[config.mk]
export PLATFORM = sky130hd
export DESIGN_NAME = prog_seq_ctrl
export DESIGN_NICKNAME = d
export VERILOG_FILES = /design/src/rtl/prog_seq_pkg.sv /design/src/rtl/prog_seq_wdt.sv /design/src/rtl/prog_seq_ctrl.sv
export SDC_FILE = /design/constraint.sdc
export NUM_CORES = 1
export LEC_CHECK = 0
export ABC_AREA = 1
export BUFFER_PORTS_ARGS = -buffer_cell sky130_fd_sc_hd__clkbuf_2
export CAP_MARGIN = 20
export CELL_PAD_IN_SITES_DETAIL_PLACEMENT = 0
export CELL_PAD_IN_SITES_GLOBAL_PLACEMENT = 1
export CORE_AREA = 2 2 77 79
export CTS_CLUSTER_DIAMETER = 80
export DETAILED_ROUTE_END_ITERATION = 12
export DIE_AREA = 0 0 79 81
export PLACE_DENSITY = 0.75
export SKIP_LAST_GASP = 1
export SYNTH_ARGS = -nofsm -noshare
export SYNTH_HDL_FRONTEND = slang
export SYNTH_SLANG_ARGS = --single-unit
[constraint.sdc]
create_clock -name clk -period 1.9 [get_ports clk]
set_clock_uncertainty 0.05 [all_clocks]
set_input_delay 0.095 -clock clk [delete_from_list [all_inputs] [get_ports clk]]
set_output_delay 0.095 -clock clk [all_outputs]
set_load 0.01 [all_outputs]
[src/rtl/prog_seq_pkg.sv]
// prog_seq_pkg
// Shared definitions for the program sequencer:
//   - state encodings (3-bit, also driven out on the `state` port)
//   - error-code constants reported on `err_code`
//   - default instruction-memory depth and its address width
package prog_seq_pkg;

    // Instruction memory geometry. The address port is fixed at 5 bits.
    localparam int DEPTH_DEFAULT = 32;
    localparam int ADDR_W        = 5;

    // Sequencer state encodings.
    typedef logic [2:0] state_t;
    localparam state_t ST_IDLE   = 3'd0;
    localparam state_t ST_LOAD   = 3'd1;
    localparam state_t ST_CSUM   = 3'd2;
    localparam state_t ST_LOADED = 3'd3;
    localparam state_t ST_RUN    = 3'd4;
    localparam state_t ST_DONE   = 3'd5;
    localparam state_t ST_ERROR  = 3'd6;

    // Error codes.
    localparam logic [1:0] ERR_NONE     = 2'd0;
    localparam logic [1:0] ERR_OVERFLOW = 2'd1;
    localparam logic [1:0] ERR_TIMEOUT  = 2'd2;
    localparam logic [1:0] ERR_CSUM     = 2'd3;

endpackage

[src/rtl/prog_seq_wdt.sv]
// prog_seq_wdt
// Run-cycle counter / watchdog for the program sequencer.
// Ports:
//   clk, rst_n   clock, asynchronous active-low reset
//   clear        forces the counter to zero (has priority over enable)
//   enable       counts up by one per cycle
//   count        registered counter value (cycles already completed)
//   limit_hit    high in the enabled cycle whose increment reaches WDT_LIMIT
module prog_seq_wdt #(
    parameter int WDT_W     = 12,
    parameter int WDT_LIMIT = 4000
) (
    input  logic             clk,
    input  logic             rst_n,
    input  logic             clear,
    input  logic             enable,
    output logic [WDT_W-1:0] count,
    output logic             limit_hit
);

    logic [WDT_W-1:0] cnt_q, cnt_d;

    always_comb begin
        cnt_d = cnt_q;
        if (clear) begin
            cnt_d = '0;
        end else if (enable) begin
            cnt_d = cnt_q + WDT_W'(1);
        end
    end

    always_ff @(posedge clk or negedge rst_n) begin
        if (!rst_n) begin
            cnt_q <= '0;
        end else begin
            cnt_q <= cnt_d;
        end
    end

    assign count = cnt_q;

    // Flag the cycle in which the counter would step onto the limit, so the
    // owner can leave the counting state after exactly WDT_LIMIT cycles.
    assign limit_hit = enable && (cnt_q == WDT_W'(WDT_LIMIT - 1));

endmodule

[src/rtl/prog_seq_ctrl.sv]
// prog_seq_ctrl
// Program sequencer for the accumulator core: streams a program from the
// host into the 32x8 instruction memory, releases the core from reset,
// watches for HALT and bounds execution with a watchdog.
//
// Ports:
//   clk, rst_n      clock, asynchronous active-low reset
//   hs_valid/hs_data/hs_last/hs_ready   host byte stream (valid/ready)
//   cmd_load/cmd_start/cmd_abort        one-cycle command pulses
//   mem_we/mem_addr/mem_wdata           instruction-memory write port
//   cpu_rst_n       registered core reset, active-low
//   cpu_halted      core HALT indication
//   state           current state encoding
//   err_code        0 none, 1 overflow, 2 timeout, 3 checksum
//   prog_len        bytes in the last complete load (1..32)
//   run_cycles      RUN cycles of the last halted run, halt cycle included
//
// Build option: PROG_SEQ_CHECKSUM_EN adds a CSUM state that accepts one
// extra byte after the last program byte and compares it against the XOR
// of all loaded bytes.
module prog_seq_ctrl
    import prog_seq_pkg::*;
#(
    parameter int DEPTH     = DEPTH_DEFAULT,
    parameter int WDT_W     = 12,
    parameter int WDT_LIMIT = 4000
) (
    input  logic              clk,
    input  logic              rst_n,
    input  logic              hs_valid,
    input  logic [7:0]        hs_data,
    input  logic              hs_last,
    output logic              hs_ready,
    input  logic              cmd_load,
    input  logic              cmd_start,
    input  logic              cmd_abort,
    output logic              mem_we,
    output logic [ADDR_W-1:0] mem_addr,
    output logic [7:0]        mem_wdata,
    output logic              cpu_rst_n,
    input  logic              cpu_halted,
    output logic [2:0]        state,
    output logic [1:0]        err_code,
    output logic [5:0]        prog_len,
    output logic [WDT_W-1:0]  run_cycles
);

    state_t            state_q, state_d;
    logic [ADDR_W-1:0] wr_ptr_q, wr_ptr_d;
    logic [1:0]        err_q, err_d;
    logic [5:0]        len_q, len_d;
    logic [WDT_W-1:0]  runc_q, runc_d;
    logic              cpu_rst_n_q, cpu_rst_n_d;
    // One-cycle marker: a re-run from DONE holds the core in reset for a
    // cycle (state stays DONE) before entering RUN, so a core still showing
    // HALT from the previous run is not mistaken for an immediate halt.
    logic              restart_q, restart_d;
`ifdef PROG_SEQ_CHECKSUM_EN
    logic [7:0]        csum_q, csum_d;
`endif

    logic             beat;
    logic             start_load;
    logic [WDT_W-1:0] wdt_count;
    logic             wdt_hit;

    prog_seq_wdt #(
        .WDT_W     (WDT_W),
        .WDT_LIMIT (WDT_LIMIT)
    ) u_wdt (
        .clk       (clk),
        .rst_n     (rst_n),
        .clear     (state_q != ST_RUN),
        .enable    (state_q == ST_RUN),
        .count     (wdt_count),
        .limit_hit (wdt_hit)
    );

    // Ready depends on registered state only.
    always_comb begin
        hs_ready = (state_q == ST_LOAD);
`ifdef PROG_SEQ_CHECKSUM_EN
        if (state_q == ST_CSUM) hs_ready = 1'b1;
`endif
    end

    assign beat = hs_valid && hs_ready;

    // Zero-latency write port; address/data are parked at zero when idle.
    assign mem_we    = beat && (state_q == ST_LOAD);
    assign mem_addr  = mem_we ? wr_ptr_q : '0;
    assign mem_wdata = mem_we ? hs_data : 8'h00;

    always_comb begin
        state_d    = state_q;
        wr_ptr_d   = wr_ptr_q;
        err_d      = err_q;
        len_d      = len_q;
        runc_d     = runc_q;
        restart_d  = 1'b0;
        start_load = 1'b0;
`ifdef PROG_SEQ_CHECKSUM_EN
        csum_d     = csum_q;
`endif

        case (state_q)
            ST_IDLE: start_load = cmd_load;

            ST_LOAD: begin
                if (beat) begin
                    wr_ptr_d = wr_ptr_q + ADDR_W'(1);
`ifdef PROG_SEQ_CHECKSUM_EN
                    csum_d   = csum_q ^ hs_data;
`endif
                    if (hs_last) begin
                        len_d = {1'b0, wr_ptr_q} + 6'd1;
`ifdef PROG_SEQ_CHECKSUM_EN
                        state_d = ST_CSUM;
`else
                        state_d = ST_LOADED;
`endif
                    end else if (wr_ptr_q == ADDR_W'(DEPTH - 1)) begin
                        // Last slot written without an end marker.
                        state_d = ST_ERROR;
                        err_d   = ERR_OVERFLOW;
                    end
                end
            end

`ifdef PROG_SEQ_CHECKSUM_EN
            ST_CSUM: begin
                if (beat) begin
                    if (hs_data == csum_q) begin
                        state_d = ST_LOADED;
                    end else begin
                        state_d = ST_ERROR;
                        err_d   = ERR_CSUM;
                    end
                end
            end
`endif

            ST_LOADED: begin
                if (cmd_load)       start_load = 1'b1;
                else if (cmd_start) state_d    = ST_RUN;
            end

            ST_RUN: begin
                // Halt beats the watchdog when both land on the same cycle.
                if (cpu_halted) begin
                    state_d = ST_DONE;
                    runc_d  = wdt_count + WDT_W'(1);
                end else if (wdt_hit) begin
                    state_d = ST_ERROR;
                    err_d   = ERR_TIMEOUT;
                end
            end

            ST_DONE: begin
                if (cmd_load)       start_load = 1'b1;
                else if (restart_q) state_d    = ST_RUN;
                else if (cmd_start) restart_d  = 1'b1;
            end

            ST_ERROR: start_load = cmd_load;

            default: state_d = ST_IDLE;
        endcase

        if (start_load) begin
            state_d  = ST_LOAD;
            wr_ptr_d = '0;
            err_d    = ERR_NONE;
`ifdef PROG_SEQ_CHECKSUM_EN
            csum_d   = 8'h00;
`endif
        end

        if (cmd_abort) begin
            state_d   = ST_IDLE;
            err_d     = ERR_NONE;
            restart_d = 1'b0;
        end

        // Core runs only in RUN and DONE, minus the re-run reset cycle.
        cpu_rst_n_d = (state_d == ST_RUN) || ((state_d == ST_DONE) && !restart_d);
    end

    always_ff @(posedge clk or negedge rst_n) begin
        if (!rst_n) begin
            state_q     <= ST_IDLE;
            wr_ptr_q    <= '0;
            err_q       <= ERR_NONE;
            len_q       <= '0;
            runc_q      <= '0;
            cpu_rst_n_q <= 1'b0;
            restart_q   <= 1'b0;
`ifdef PROG_SEQ_CHECKSUM_EN
            csum_q      <= 8'h00;
`endif
        end else begin
            state_q     <= state_d;
            wr_ptr_q    <= wr_ptr_d;
            err_q       <= err_d;
            len_q       <= len_d;
            runc_q      <= runc_d;
            cpu_rst_n_q <= cpu_rst_n_d;
            restart_q   <= restart_d;
`ifdef PROG_SEQ_CHECKSUM_EN
            csum_q      <= csum_d;
`endif
        end
    end

    assign state      = state_q;
    assign err_code   = err_q;
    assign prog_len   = len_q;
    assign run_cycles = runc_q;
    assign cpu_rst_n  = cpu_rst_n_q;

endmodule
Word-level counts from Yosys, hierarchy flattened. Cells that the tools add are included.

Bits in registers: 42. Bits of input ports: 16. Output and inout port bits: 39. Word-level logic and storage cells: 77.

Add/sub/neg operators: 3. Eq/ne operators: 15. Multiplexer cells: 34. Reduce and logical (&&, ||, !) cells: 17.

Operator list (count): two-way mux 3 bit (11); two-way mux 12 bit (2); two-way mux 5 bit (4); == test 3 bit (second input constant) (5); case mux 3 bit (5 select lines) (1); two-way mux 2 bit (7); adder 12 x 1 -> 12 bit (second input constant) (1); == test 12 bit (second input constant) (1); two-way mux 8 bit (1); != test 4 x 1 -> 1 bit (second input constant) (2); != test 4 bit (second input constant) (2); adder 5 x 1 -> 6 bit (second input constant) (1); two-way mux 1 bit (6); AND reduction 6 bit (1); nonzero test 2 bit (3); adder 5 x 1 -> 5 bit (second input constant) (1); == test 5 bit (second input constant) (1); logical AND 1 bit (4); != test 4 x 2 -> 1 bit (second input constant) (1); case mux 2 bit (2 select lines) (1); AND reduction 2 bit (2); nonzero test 4 bit (1); OR reduction 2 bit (2); == test 3 x 1 -> 1 bit (second input constant) (1); other kinds (7) (7).

Longest topological paths before layout. Gate-level depths: netlist of run 1.

Depth after elaboration: 10. Depth in mapped cells: 12.

By module. Synthesis of run 1 repeated with hierarchy kept, for this count alone.

Cells, all modules: 311. Area total of the unflattened synthesis: 2432.3 um^2.

Modules (own cells, without submodules): prog_seq_ctrl (times used 1, cells an instance 225, area an instance 1741.7 um^2, seq. area each 750.7 um^2); prog_seq_wdt (times used 1, cells an instance 86, area an instance 690.7 um^2, seq. area each 300.3 um^2).

Least setup slack after synthesis of run 1. Ideal clock, no wire load.

Path type: register to register. Start point: register wr_ptr_q[0]. End point: register err_q[1], in the netlist err_code[1]. Arrival: 1.419 ns. Path slack: 0.314 ns. Cell stages (with the launch flop): 11. Path buffers: 0. Clock period less this slack: 1.586 ns. Cells stage by stage: dfrtp_1 > ha_1 > nand2_1 > nor2_1 > ha_1 > inv_1 > nor2_1 > a21oi_1 > nand3_1 > nand4_1 > nand2_1.

Longest elaborated chain between the ends: 3.

RTL lines: start, declared (line prog_seq_ctrl.sv:49) `logic [ADDR_W-1:0] wr_ptr_q, wr_ptr_d;`; start signal, assigned (line prog_seq_ctrl.sv:203) `wr_ptr_q <= wr_ptr_d;`; == test 5 bit (line prog_seq_ctrl.sv:122) `end else if (wr_ptr_q == ADDR_W'(DEPTH - 1)) begin`; != test 4 x 1 -> 1 bit (no line); AND reduction 6 bit (no line); end signal, assigned (line prog_seq_ctrl.sv:204) `err_q <= err_d;`; end, declared (line prog_seq_ctrl.sv:50) `logic [1:0] err_q, err_d;`.

Every way passes these cells. A chain may end at the register's enable or synchronous reset.

Worst setup path after layout of run 1.
Start point: register state_q[2], in the netlist state[2]. End point: output port mem_wdata[0].

Longest elaborated chain between the ends: 4.

RTL lines: start, declared (line prog_seq_ctrl.sv:48) `state_t state_q, state_d;`; start signal, assigned (line prog_seq_ctrl.sv:202) `state_q <= state_d;`; == test 3 x 1 -> 1 bit * (line prog_seq_ctrl.sv:81, prog_seq_ctrl.sv:90); logical AND 1 bit (line prog_seq_ctrl.sv:87) `assign beat = hs_valid && hs_ready;`; logical AND 1 bit * (line prog_seq_ctrl.sv:90) `assign mem_we = beat && (state_q == ST_LOAD);`; two-way mux 8 bit * (line prog_seq_ctrl.sv:92) `assign mem_wdata = mem_we ? hs_data : 8'h00;`; end, declared (line prog_seq_ctrl.sv:39) `output logic [7:0] mem_wdata,`.

Mark *: on every way between the ends. The rest lies on a longest branch, timed or not.

==> results of run 1 <==
[stage by stage]
| stage | total power, uW | TNS (ns) | utilization |
|---|---|---|---|
| 6_report | 2020 | 0 | 0.464 |
| 5_1_grt | 2110 | -0.183 | 0.464 |
| 4_1_cts | 2040 | 0 | 0.459 |
| 3_5_place_dp | 1150 | 0 | 0.430 |
| 3_3_place_gp | 1150 | 0 | 0.430 |
| 2_1_floorplan | 1060 | 0 | - |
[state kept, by name, summed over array words and instances, names as in the netlist]
name         cells
err_code         2
u_wdt.count     12
cpu_rst_n        1
restart_q        1
state            3
prog_len         6
wr_ptr_q         5
run_cycles      12
[layer usage]
metal | vias up | wire [um] | track usage
met1 | 837 | 1990 | 0.181
met4 | 0 | 55 | 0.0517
met2 | 46 | 2160 | 0.280
met3 | 6 | 261 | 0.0378
li1 | 925 | - | -
met5 | - | 0 | 0
[layout by cell type, fill, tap and decap left out, drive strengths merged]
| master | instances |
|---|---|
| nand2 | 62 |
| clkbuf | 60 |
| nor2 | 47 |
| dfrtp | 42 |
| inv | 38 |
| nand3 | 15 |
| o21ai | 14 |
| xor2 | 7 |
| buf | 7 |
| a21oi | 6 |
| nor3 | 5 |
| nand4 | 4 |
| ha | 3 |
| xnor2 | 2 |
| bufinv | 2 |
| dlygate4sd3 | 2 |
| and3 | 1 |
| o21bai | 1 |
| clkinvlp | 1 |
| nor4 | 1 |
| nand3b | 1 |
| a22oi | 1 |
| o41ai | 1 |
[power by group through the flow]
stage / clock (uW) / sequential (uW) / combinational, uW
after floorplan: 0 / 968 / 93.0
after global placement: 0 / 959 / 194
after detailed placement: 0 / 960 / 195
after CTS: 901 / 942 / 199
after global routing: 932 / 944 / 235
final: 874 / 940 / 204
[timing repair]
item / 4_1_cts / 5_1_grt
gates resized for setup: 0 / 1
hold buffers: 2 / 0
setup buffers: 0 / 3
endpoints found under the hold margin: 43 / 0
endpoints found under the setup margin: 0 / 3
[worst max-delay path, delay by kind of cell (launching register included)]
kind,cells,cell delay [ns]
buf+inv,4,0.53
simple gates,3,0.41
flops,1,0.43
[final cells by class]
type,instances,area [um2]
fillers,589,3040
flip-flops and latches,42,1050
multi-input cells,171,851
repair buffers,63,343
inverters,39,150
well taps,75,93.8
clock buffers,6,82.6
clock inverters,2,60.1
[cell families (layout without fill, tap and decap cells)]
logic type	count (synthesis)	in the layout	share of synthesized area
and+or+nand+nor	136	136	0.292
AOI/OAI and AO/OA	23	23	0.0614
DFF	42	42	0.506
buffers and inverters	44	110	0.0849
adders and majority gates	3	3	0.0181
xor gates and xnor gates	9	9	0.0379
[final timing paths]
path / cells past startpoint / from / endpoint
setup reg to reg: 11 / wr_ptr_q[0]$_DFFE_PN0P_ / err_code[0]$_DFFE_PN0P_
min in group asynchronous: 3 / rst_n / prog_len[1]$_DFFE_PN0P_
hold reg to reg: 1 / restart_q$_DFF_PN0_ / restart_q$_DFF_PN0_
hold / removal: 3 / cmd_start / restart_q$_DFF_PN0_
setup / recovery: 7 / state[2]$_DFF_PN0_ / mem_wdata[0]
max in group asynchronous: 3 / rst_n / u_wdt.count[10]$_DFF_PN0_
==> metrics.txt, run 1 <==
routed via count 1814; Pint 1560 uW; WS Path Type reg -> out; clock network power share 0.433; pwr dens 767 nW/um2; largest net degree at the start of global routing 43; worst hold margin 0.0164 ns; fin nets 341; Inst Count DP 385; Final ANT Viol Nets 0; Yosys cell types 29; first-pass GRT wire length 7800 um; vias in the first global route 1758; Top FF cell, synth dfrtp_1; Layout Cells excl Fill 398; r2r setup slk 0.18 ns; Max-cap violations 0; Synth area leaders dfrtp_1 (51%), nand2_1 (10%), nor2_1 (7.9%); placed cell area 2440 um2; Rel. slew slack 0.653; H-tree depth 2; worst-margin pin slew 0.520 ns; worst-skew pair later-pin latency 0.30 ns; DR iter-0 viols 64; CTS clk-pin slew, worst paths 0.08 ns; mapped cell area 2080 um2; proportion of layout cells with a drive suffix above 1 0.263; Die Ht 81 um; crit path max fanout 5; syn_nets 276; Vias/cell 4.56; max-slew violation count 0; DIE AREA 6400 um2; TritonCTS Buffers 5; RSZ-0062 raised after global routing yes; Cell Rows 28; initial antenna violation count 0; final worst slack 0.0788 ns; sequential fraction of the synthesis area 0.506; worst hold path type in -> reg; CP cell instances inv_2 > nand3_2 > nor2_2 > clkinvlp_4 > buf_4 > nor2_1 > clkbuf_2; critical path's slowest cell dfrtp_1; TritonCTS clock tree built; port bufs 54; status finished, final reports clean; post-synth top area share 0.506; CP endpoint kind output port; Critical Path Source Type flop; LEAKAGE 0.00145 uW; top-count cell post-synth nand2_1; Mapped Cells 257; DIE WIDTH 79 um; Final Setup Violations 0; I/O Pins 55; WP data arrival 1.68 ns; CTS root buf clkbuf_8; Final Hold Fails 0; NetSw 457 uW; WL/cell 11.2 um; asr flop ratio synth 1.00; clk sinks 42; Worst VDD drop 0.413 mV; largest area contributor in the synthesized netlist dfrtp_1; Total GRT Usage 0.155; Seq cells post-synth 42; EDFF count, synth 0; Core Region 5680 um2; worst path required time 1.75 ns; post-route cell area 2630 um2; DPL Wire Length 3340 um; Comb power frac 0.101; most frequent cells after synthesis nand2_1 (58), nor2_1 (44), dfrtp_1 (42); pre-CTS setup slack 0.167 ns; Seq pwr share 0.466; GPL Wtd Cong 0.812; P&R area growth vs syn 26.6%; Clock Path Buffers 2; Final Cycle Share 0.959; grt ovf 0; Initial Util 0.366; Final min period 1.82 ns; number of remaining DRC errors 0; drt first pass iters 4; switching share of power 0.226; ANT cells 0; FMAX 549 MHz; drt total wl 4470 um; syn_area_per_cell 8.09 um2; worst stage delay on the critical path 0.43 ns; Yosys warnings 0
Note: power is estimated with default switching activity, not from simulation.
==> run 2: changes to the inputs <==
- ABC_AREA: 1 -> not set
- CAP_MARGIN: 20 -> 25
- CORE_AREA: 2 2 77 79 -> 2 2 75 77
- DIE_AREA: 0 0 79 81 -> 0 0 77 79
- PLACE_DENSITY: 0.75 -> 0.74
==> run 2 against run 1 <==
  * Non-clock buffer count increased by 10
  * Critical path depth unchanged
  * Hold slack improved by 0.057 ns
  * Design area decreased by 1.3%
  * Synthesized area decreased by 3.3%
  * Die area decreased by 4.9%
  * Sequential share of layout area increased by 0.52 points
  * Fmax decreased by 2.1%
  * Flip-flop and latch count unchanged
  * Via count decreased by 14%
==> metrics.txt, run 2 <==
status finished, final reports clean (unchanged); Worst VDD drop 0.573 mV (was 0.413 mV); final worst slack 0.0405 ns (was 0.0788 ns); sequential fraction of the synthesis area 0.523 (was 0.506); final core utilization 0.487 (was 0.464); Comb power frac 0.132 (was 0.101); RSZ-0062 raised after global routing yes (unchanged); Final ANT Viol Nets 0 (unchanged); Yosys cell types 38 (was 29); crit path max fanout 2 (was 5); Max-cap violations 0 (unchanged); pre-CTS setup slack -0.0123 ns (was 0.167 ns); CTS clk-pin slew, worst paths 0.08 ns (about the same); Total GRT Usage 0.145 (was 0.155); worst stage delay on the critical path 0.38 ns (was 0.43 ns); FMAX 538 MHz (was 549 MHz); CP Buf/Inv Count 0 (was 4); vias in the first global route 1429 (was 1758); WS Path Type reg -> reg (was reg -> out); Initial Util 0.376 (was 0.366); drt first pass iters 4 (unchanged); TritonCTS Buffers 5 (unchanged); first-pass GRT wire length 6950 um (was 7800 um); asr flop ratio synth 1.00 (unchanged); drt total wl 4150 um (was 4470 um); CTS root buf clkbuf_8 (unchanged); clk sinks 42 (unchanged); syn_nets 218 (was 276); Cell Rows 27 (was 28); critical path's slowest cell dfrtp_1 (unchanged); Synth area leaders dfrtp_1 (52%), nor2_1 (7.1%), xnor2_1 (4.4%) (was dfrtp_1 (51%), nand2_1 (10%), nor2_1 (7.9%)); Mapped Cells 199 (was 257); Yosys warnings 0 (unchanged); Clock Path Buffers 2 (unchanged); syn_area_per_cell 10.1 um2 (was 8.09 um2); TNS Setup 0 ns (unchanged); commonest non-fill, non-tap cell in the layout clkbuf_2 (was nand2_1); I/O Pins 55 (unchanged); fillcell total 529 (was 589); CP cell instances ha_1 > and3_1 > ha_1 > nor4bb_4 > o21ai_0 > a211oi_2 > and3b_1 (was inv_2 > nand3_2 > nor2_2 > clkinvlp_4 > buf_4 > nor2_1 > clkbuf_2); proportion of layout cells with a drive suffix above 1 0.328 (was 0.263); worst-margin pin slew 0.358 ns (was 0.520 ns); crit-path leading delay family simple AND/OR/NAND/NOR gates (was buffers and inverters); mapped cell area 2010 um2 (was 2080 um2); LEAKAGE 0.00124 uW (was 0.00145 uW); Seq cells post-synth 42 (unchanged); NetSw 454 uW (was 457 uW); WP data arrival 2.00 ns (was 1.68 ns); worst hold path type in -> reg (unchanged); clock network power share 0.360 (was 0.433); Final Setup Violations 0 (unchanged); worst-skew pair later-pin latency 0.29 ns (was 0.30 ns); TritonCTS clock tree built (unchanged); pwr dens 730 nW/um2 (was 767 nW/um2); ANT cells 0 (unchanged); Final Cycle Share 0.979 (was 0.959); DPL Wire Length 3170 um (was 3340 um); most numerous cell on the critical path ha_1; most frequent cells in the layout clkbuf_2 (54), dfrtp_1 (42), nor2_1 (38) (was nand2_1 (58), clkbuf_2 (54), nor2_1 (44)); largest area contributor in the synthesized netlist dfrtp_1 (unchanged); Seq pwr share 0.508 (was 0.466); setup bufs post-CTS 0 (unchanged); top-count cell post-synth dfrtp_1 (was nand2_1); Stages on worst setup path 7 (unchanged); DIE WIDTH 77 um (was 79 um); P&R area growth vs syn 29.3% (was 26.6%); Pint 1440 uW (was 1560 uW); Vias/cell 4.57 (was 4.56); EDFF count, synth 0 (unchanged); H-tree depth 2 (unchanged); initial antenna violation count 0 (unchanged); max-slew violation count 0 (unchanged); switching share of power 0.240 (was 0.226); port bufs 54 (unchanged); DR iter-0 viols 70 (was 64); worst path required time 2.04 ns (was 1.75 ns); Final Hold Fails 0 (unchanged); post-synth top area share 0.523 (was 0.506); Core Region 5340 um2 (was 5680 um2); CP endpoint kind flop (was output port); number of remaining DRC errors 0 (unchanged); Final min period 1.86 ns (was 1.82 ns); Critical Path Source Type flop (unchanged); GPL Wtd Cong 0.786 (was 0.812); Top FF cell, synth dfrtp_1 (unchanged); Rel. slew slack 0.758 (was 0.653); WL/cell 12.1 um (was 11.2 um); fin nets 289 (was 341); Die Ht 79 um (was 81 um); DIE AREA 6080 um2 (was 6400 um2); routed via count 1567 (was 1814); grt ovf 0 (unchanged); largest net degree at the start of global routing 20 (was 43); Hold Crit Depth 3 (unchanged); FF-to-FF path depth 7 (was 11); most frequent cells after synthesis dfrtp_1 (42), nor2_1 (38), and2_1 (13) (was nand2_1 (58), nor2_1 (44), dfrtp_1 (42))
run 2: stage by stage:
| stage | instance area (um2) | cells | hold slack, ns | total power (uW) |
|---|---|---|---|---|
| finish | 2600 | 343 | 0.0730 | 1900 |
| global route | 2600 | 343 | 0.0654 | 2000 |
| CTS | 2570 | 343 | 0.0618 | 1920 |
| detailed placement | 2440 | 333 | -0.0273 | 1230 |
| global placement | 2440 | 333 | -0.0219 | 1230 |
| floorplan | 2010 | 199 | -0.251 | 1110 |
run 2: cell families after synthesis:
| logic type | after synthesis | share of synthesized area |
|---|---|---|
| buffers and inverters | 15 | 0.0399 |
| xor gates and xnor gates | 16 | 0.0772 |
| and+or+nand+nor | 94 | 0.245 |
| muxes | 5 | 0.0268 |
| adders and majority gates | 3 | 0.0187 |
| AOI/OAI and AO/OA | 24 | 0.0697 |
| DFF | 42 | 0.523 |
run 2: worst reg2reg max path: cells and delay by family, from the launching register on:
kind	cells	cell delay [ns]
AND/OR/NAND/NOR	3	0.53
adder cells (fa/ha/maj)	2	0.41
flip-flops	1	0.38
AO/OA/AOI/OAI	2	0.38
run 2: layout make-up:
| class | instances | area (um2) | area share |
|---|---|---|---|
| Clock inverter | 3 | 40.0 | 0.0154 |
| Inverter | 6 | 22.5 | 0.00867 |
| Sequential cell | 42 | 1050 | 0.405 |
| Multi-Input combinational cell | 142 | 903 | 0.348 |
| Tap cell | 72 | 90.1 | 0.0347 |
| Clock buffer | 5 | 68.8 | 0.0265 |
| Timing Repair Buffer | 73 | 422 | 0.162 |
run 2: power groups by stage:
stage | registers, uW | logic [uW] | clock network [uW]
after floorplan | 1000 | 101 | 0
after global placement | 981 | 247 | 0
after detailed placement | 981 | 247 | 0
after CTS | 964 | 251 | 709
after global routing | 970 | 281 | 753
final | 963 | 250 | 683
run 2: routing by layer:
metal,up-vias,track usage,wire [um]
li1,808,-,-
met1,729,0.209,2000
met2,24,0.208,1940
met3,6,0.0409,151
met4,0,0.0536,65
met5,-,0,0
run 2: path summary, 6_finish.rpt:
check / startpoint / end / slack, ns
max in group asynchronous: rst_n / run_cycles[2]$_DFFE_PN0P_ / 1.04
max reg2reg: wr_ptr_q[0]$_DFFE_PN0P_ / cpu_rst_n$_DFF_PN0_ / 0.04
min reg2reg: prog_len[3]$_DFFE_PN0P_ / prog_len[3]$_DFFE_PN0P_ / 0.43
min in group asynchronous: rst_n / state[1]$_DFF_PN0_ / 0.19
max: wr_ptr_q[0]$_DFFE_PN0P_ / cpu_rst_n$_DFF_PN0_ / 0.04
min: cpu_halted / run_cycles[0]$_DFFE_PN0P_ / 0.07
run 2: repair_timing:
item,4_1_cts,5_1_grt
endpoints found under the setup margin,1,16
endpoints found under the hold margin,16,0
pin swaps,0,1
gates resized for setup,1,4
hold buffers,2,0
==> run 3: changes to the inputs <==
- MAX_ROUTING_LAYER: not set -> met4
==> run 3 against run 2 <==
  * Core utilization unchanged
  * Via count shrank 0.19%
  * First-iteration DRC count did not move
  * Cell count did not move
  * Critical path type unchanged
  * Clock-buffer cell count unchanged
  * Combinational power about the same
  * Non-clock buffer count unchanged
  * Flip-flop and latch count stayed put
  * Sequential share of layout area did not move
  * Clock power is essentially flat
==> metrics.txt, run 3 (synthesis results as in run 2) <==
Comb power frac 0.132 (about the same); pwr dens 729 nW/um2 (was 730 nW/um2); WS Path Type reg -> reg (unchanged); number of remaining DRC errors 0 (unchanged); Critical R2R Launch wr_ptr_q[0]$_DFFE_PN0P_ (unchanged); commonest non-fill, non-tap cell in the layout clkbuf_2 (unchanged); largest net degree at the start of global routing 20 (unchanged); worst hold path type in -> reg (unchanged); vias in the first global route 1430 (was 1429); fillcell total 529 (unchanged); grt ovf 0 (unchanged); CP endpoint kind flop (unchanged); Cell Rows 27 (unchanged); WHS Endpoint run_cycles[0]$_DFFE_PN0P_ (unchanged); ANT cells 0 (unchanged); switching share of power 0.240 (about the same); drt total wl 4140 um (was 4150 um); TritonCTS clock tree built (unchanged); LEAKAGE 0.00124 uW (unchanged); hold path start cpu_halted (unchanged); fin nets 289 (unchanged); power consumption 1890 uW (was 1900 uW); H-tree depth 2 (unchanged); Rel. slew slack 0.758 (unchanged); Final Hold Fails 0 (unchanged); crit path max fanout 2 (unchanged); status finished, final reports clean (unchanged); Final Cycle Share 0.978 (was 0.979); worst path required time 2.04 ns (about the same); Final Setup Violations 0 (unchanged); WP data arrival 1.99 ns (was 2.00 ns); Clock Path Buffers 2 (unchanged); WL/cell 12.1 um (about the same); Seq pwr share 0.508 (about the same); DIE AREA 6080 um2 (unchanged); Initial Util 0.376 (unchanged); port bufs 54 (unchanged); DPL Wire Length 3170 um (unchanged); Worst VDD drop 0.572 mV (was 0.573 mV); NetSw 454 uW (about the same); Critical Path Source Type flop (unchanged); Max-cap violations 0 (unchanged); DIE WIDTH 77 um (unchanged); Pint 1440 uW (about the same); worst-skew pair later-pin latency 0.29 ns (about the same); crit path from wr_ptr_q[0]$_DFFE_PN0P_ (unchanged); RSZ-0062 raised after global routing yes (unchanged); clock network power share 0.360 (about the same); Die Ht 79 um (unchanged); CTS clk-pin slew, worst paths 0.08 ns (about the same); TritonCTS Buffers 5 (unchanged); Total GRT Usage 0.149 (was 0.145); FF-to-FF path depth 7 (unchanged); Final ANT Viol Nets 0 (unchanged); Hold Crit Depth 3 (unchanged); worst hold margin 0.0732 ns (was 0.0730 ns); setup bufs post-CTS 0 (unchanged); Final min period 1.86 ns (about the same); FMAX 538 MHz (about the same); P&R area growth vs syn 29.3% (unchanged); initial antenna violation count 0 (unchanged); most frequent cells in the layout clkbuf_2 (54), dfrtp_1 (42), nor2_1 (38) (unchanged); GPL Wtd Cong 0.797 (was 0.786); Vias/cell 4.56 (was 4.57); worst-margin pin slew 0.358 ns (unchanged); DR iter-0 viols 70 (unchanged); proportion of layout cells with a drive suffix above 1 0.328 (unchanged); CTS root buf clkbuf_8 (unchanged); r2r setup slk 0.04 ns (about the same); drt first pass iters 4 (unchanged); routed via count 1564 (was 1567); clk sinks 42 (unchanged); first-pass GRT wire length 6940 um (was 6950 um); max-slew violation count 0 (unchanged); Core Region 5340 um2 (unchanged); I/O Pins 55 (unchanged); reg-to-reg endpoint cpu_rst_n$_DFF_PN0_ (unchanged)
[run 3: cell counts in the layout (fill, tap and decap cells not counted)]
No cell type changed its count.
[run 3: per-layer routing]
metal	share of wire	up-vias	track usage
li1	-	809	-
met1	0.48	725	0.210
met2	0.47	24	0.208
met3	0.038	6	0.0386
met4	0.015	0	0.0536
met5	0	-	-
[run 3: power by group through the flow]
stage	combinational, uW	clock [uW]	sequential, uW
2_1_floorplan	101	0	1000
3_3_place_gp	247	0	981
6_report	250	682	963
5_1_grt	281	753	970
4_1_cts	251	709	964
3_5_place_dp	247	0	981
[run 3: cell type report]
type / count / area (um2) / area share
clock inverter: 3 / 40.0 / 0.0154
timing repair buffer: 73 / 422 / 0.162
tap: 72 / 90.1 / 0.0347
multi-input combinational: 142 / 903 / 0.348
clock buffer: 5 / 68.8 / 0.0265
inverter: 6 / 22.5 / 0.00867
sequential: 42 / 1050 / 0.405
[run 3: worst max path at each step]
stage / endpoint / slack [ns] / cells after the start
after global routing: cpu_rst_n$_DFF_PN0_ / -0.04 / 7
after global placement: cpu_rst_n$_DFF_PN0_ / 0.05 / 7
after CTS: cpu_rst_n$_DFF_PN0_ / 0.03 / 7
final: cpu_rst_n$_DFF_PN0_ / 0.04 / 7
after detailed placement: cpu_rst_n$_DFF_PN0_ / -0.01 / 7
after floorplan: cpu_rst_n$_DFF_PN0_ / 0.04 / 7
[run 3: through the flow]
step / instance area [um2] / TNS (ns) / std cells / setup slack (ns) / util
6_report: 2600 / 0 / 343 / 0.0409 / 0.487
5_1_grt: 2600 / -0.0616 / 343 / -0.0376 / 0.487
4_1_cts: 2570 / 0 / 343 / 0.0275 / 0.482
3_5_place_dp: 2440 / -0.0123 / 333 / -0.0123 / 0.457
3_3_place_gp: 2440 / 0 / 333 / 0.0506 / 0.457
2_1_floorplan: 2010 / 0 / 199 / 0.0360 / -
[run 3: timing repair]
action,CTS,global route
hold endpoints to repair,16,0
pin swaps,0,1
resized for setup,1,4
hold buffers,2,0
setup endpoints to repair,1,16
[run 3: worst max-delay path, stage by stage, from the launching register on]
cell and delay (ns):
dfrtp_1 0.38, ha_1 0.21, and3_1 0.19, ha_1 0.20, nor4bb_4 0.16, o21ai_0 0.26, a211oi_2 0.12, and3b_1 0.18
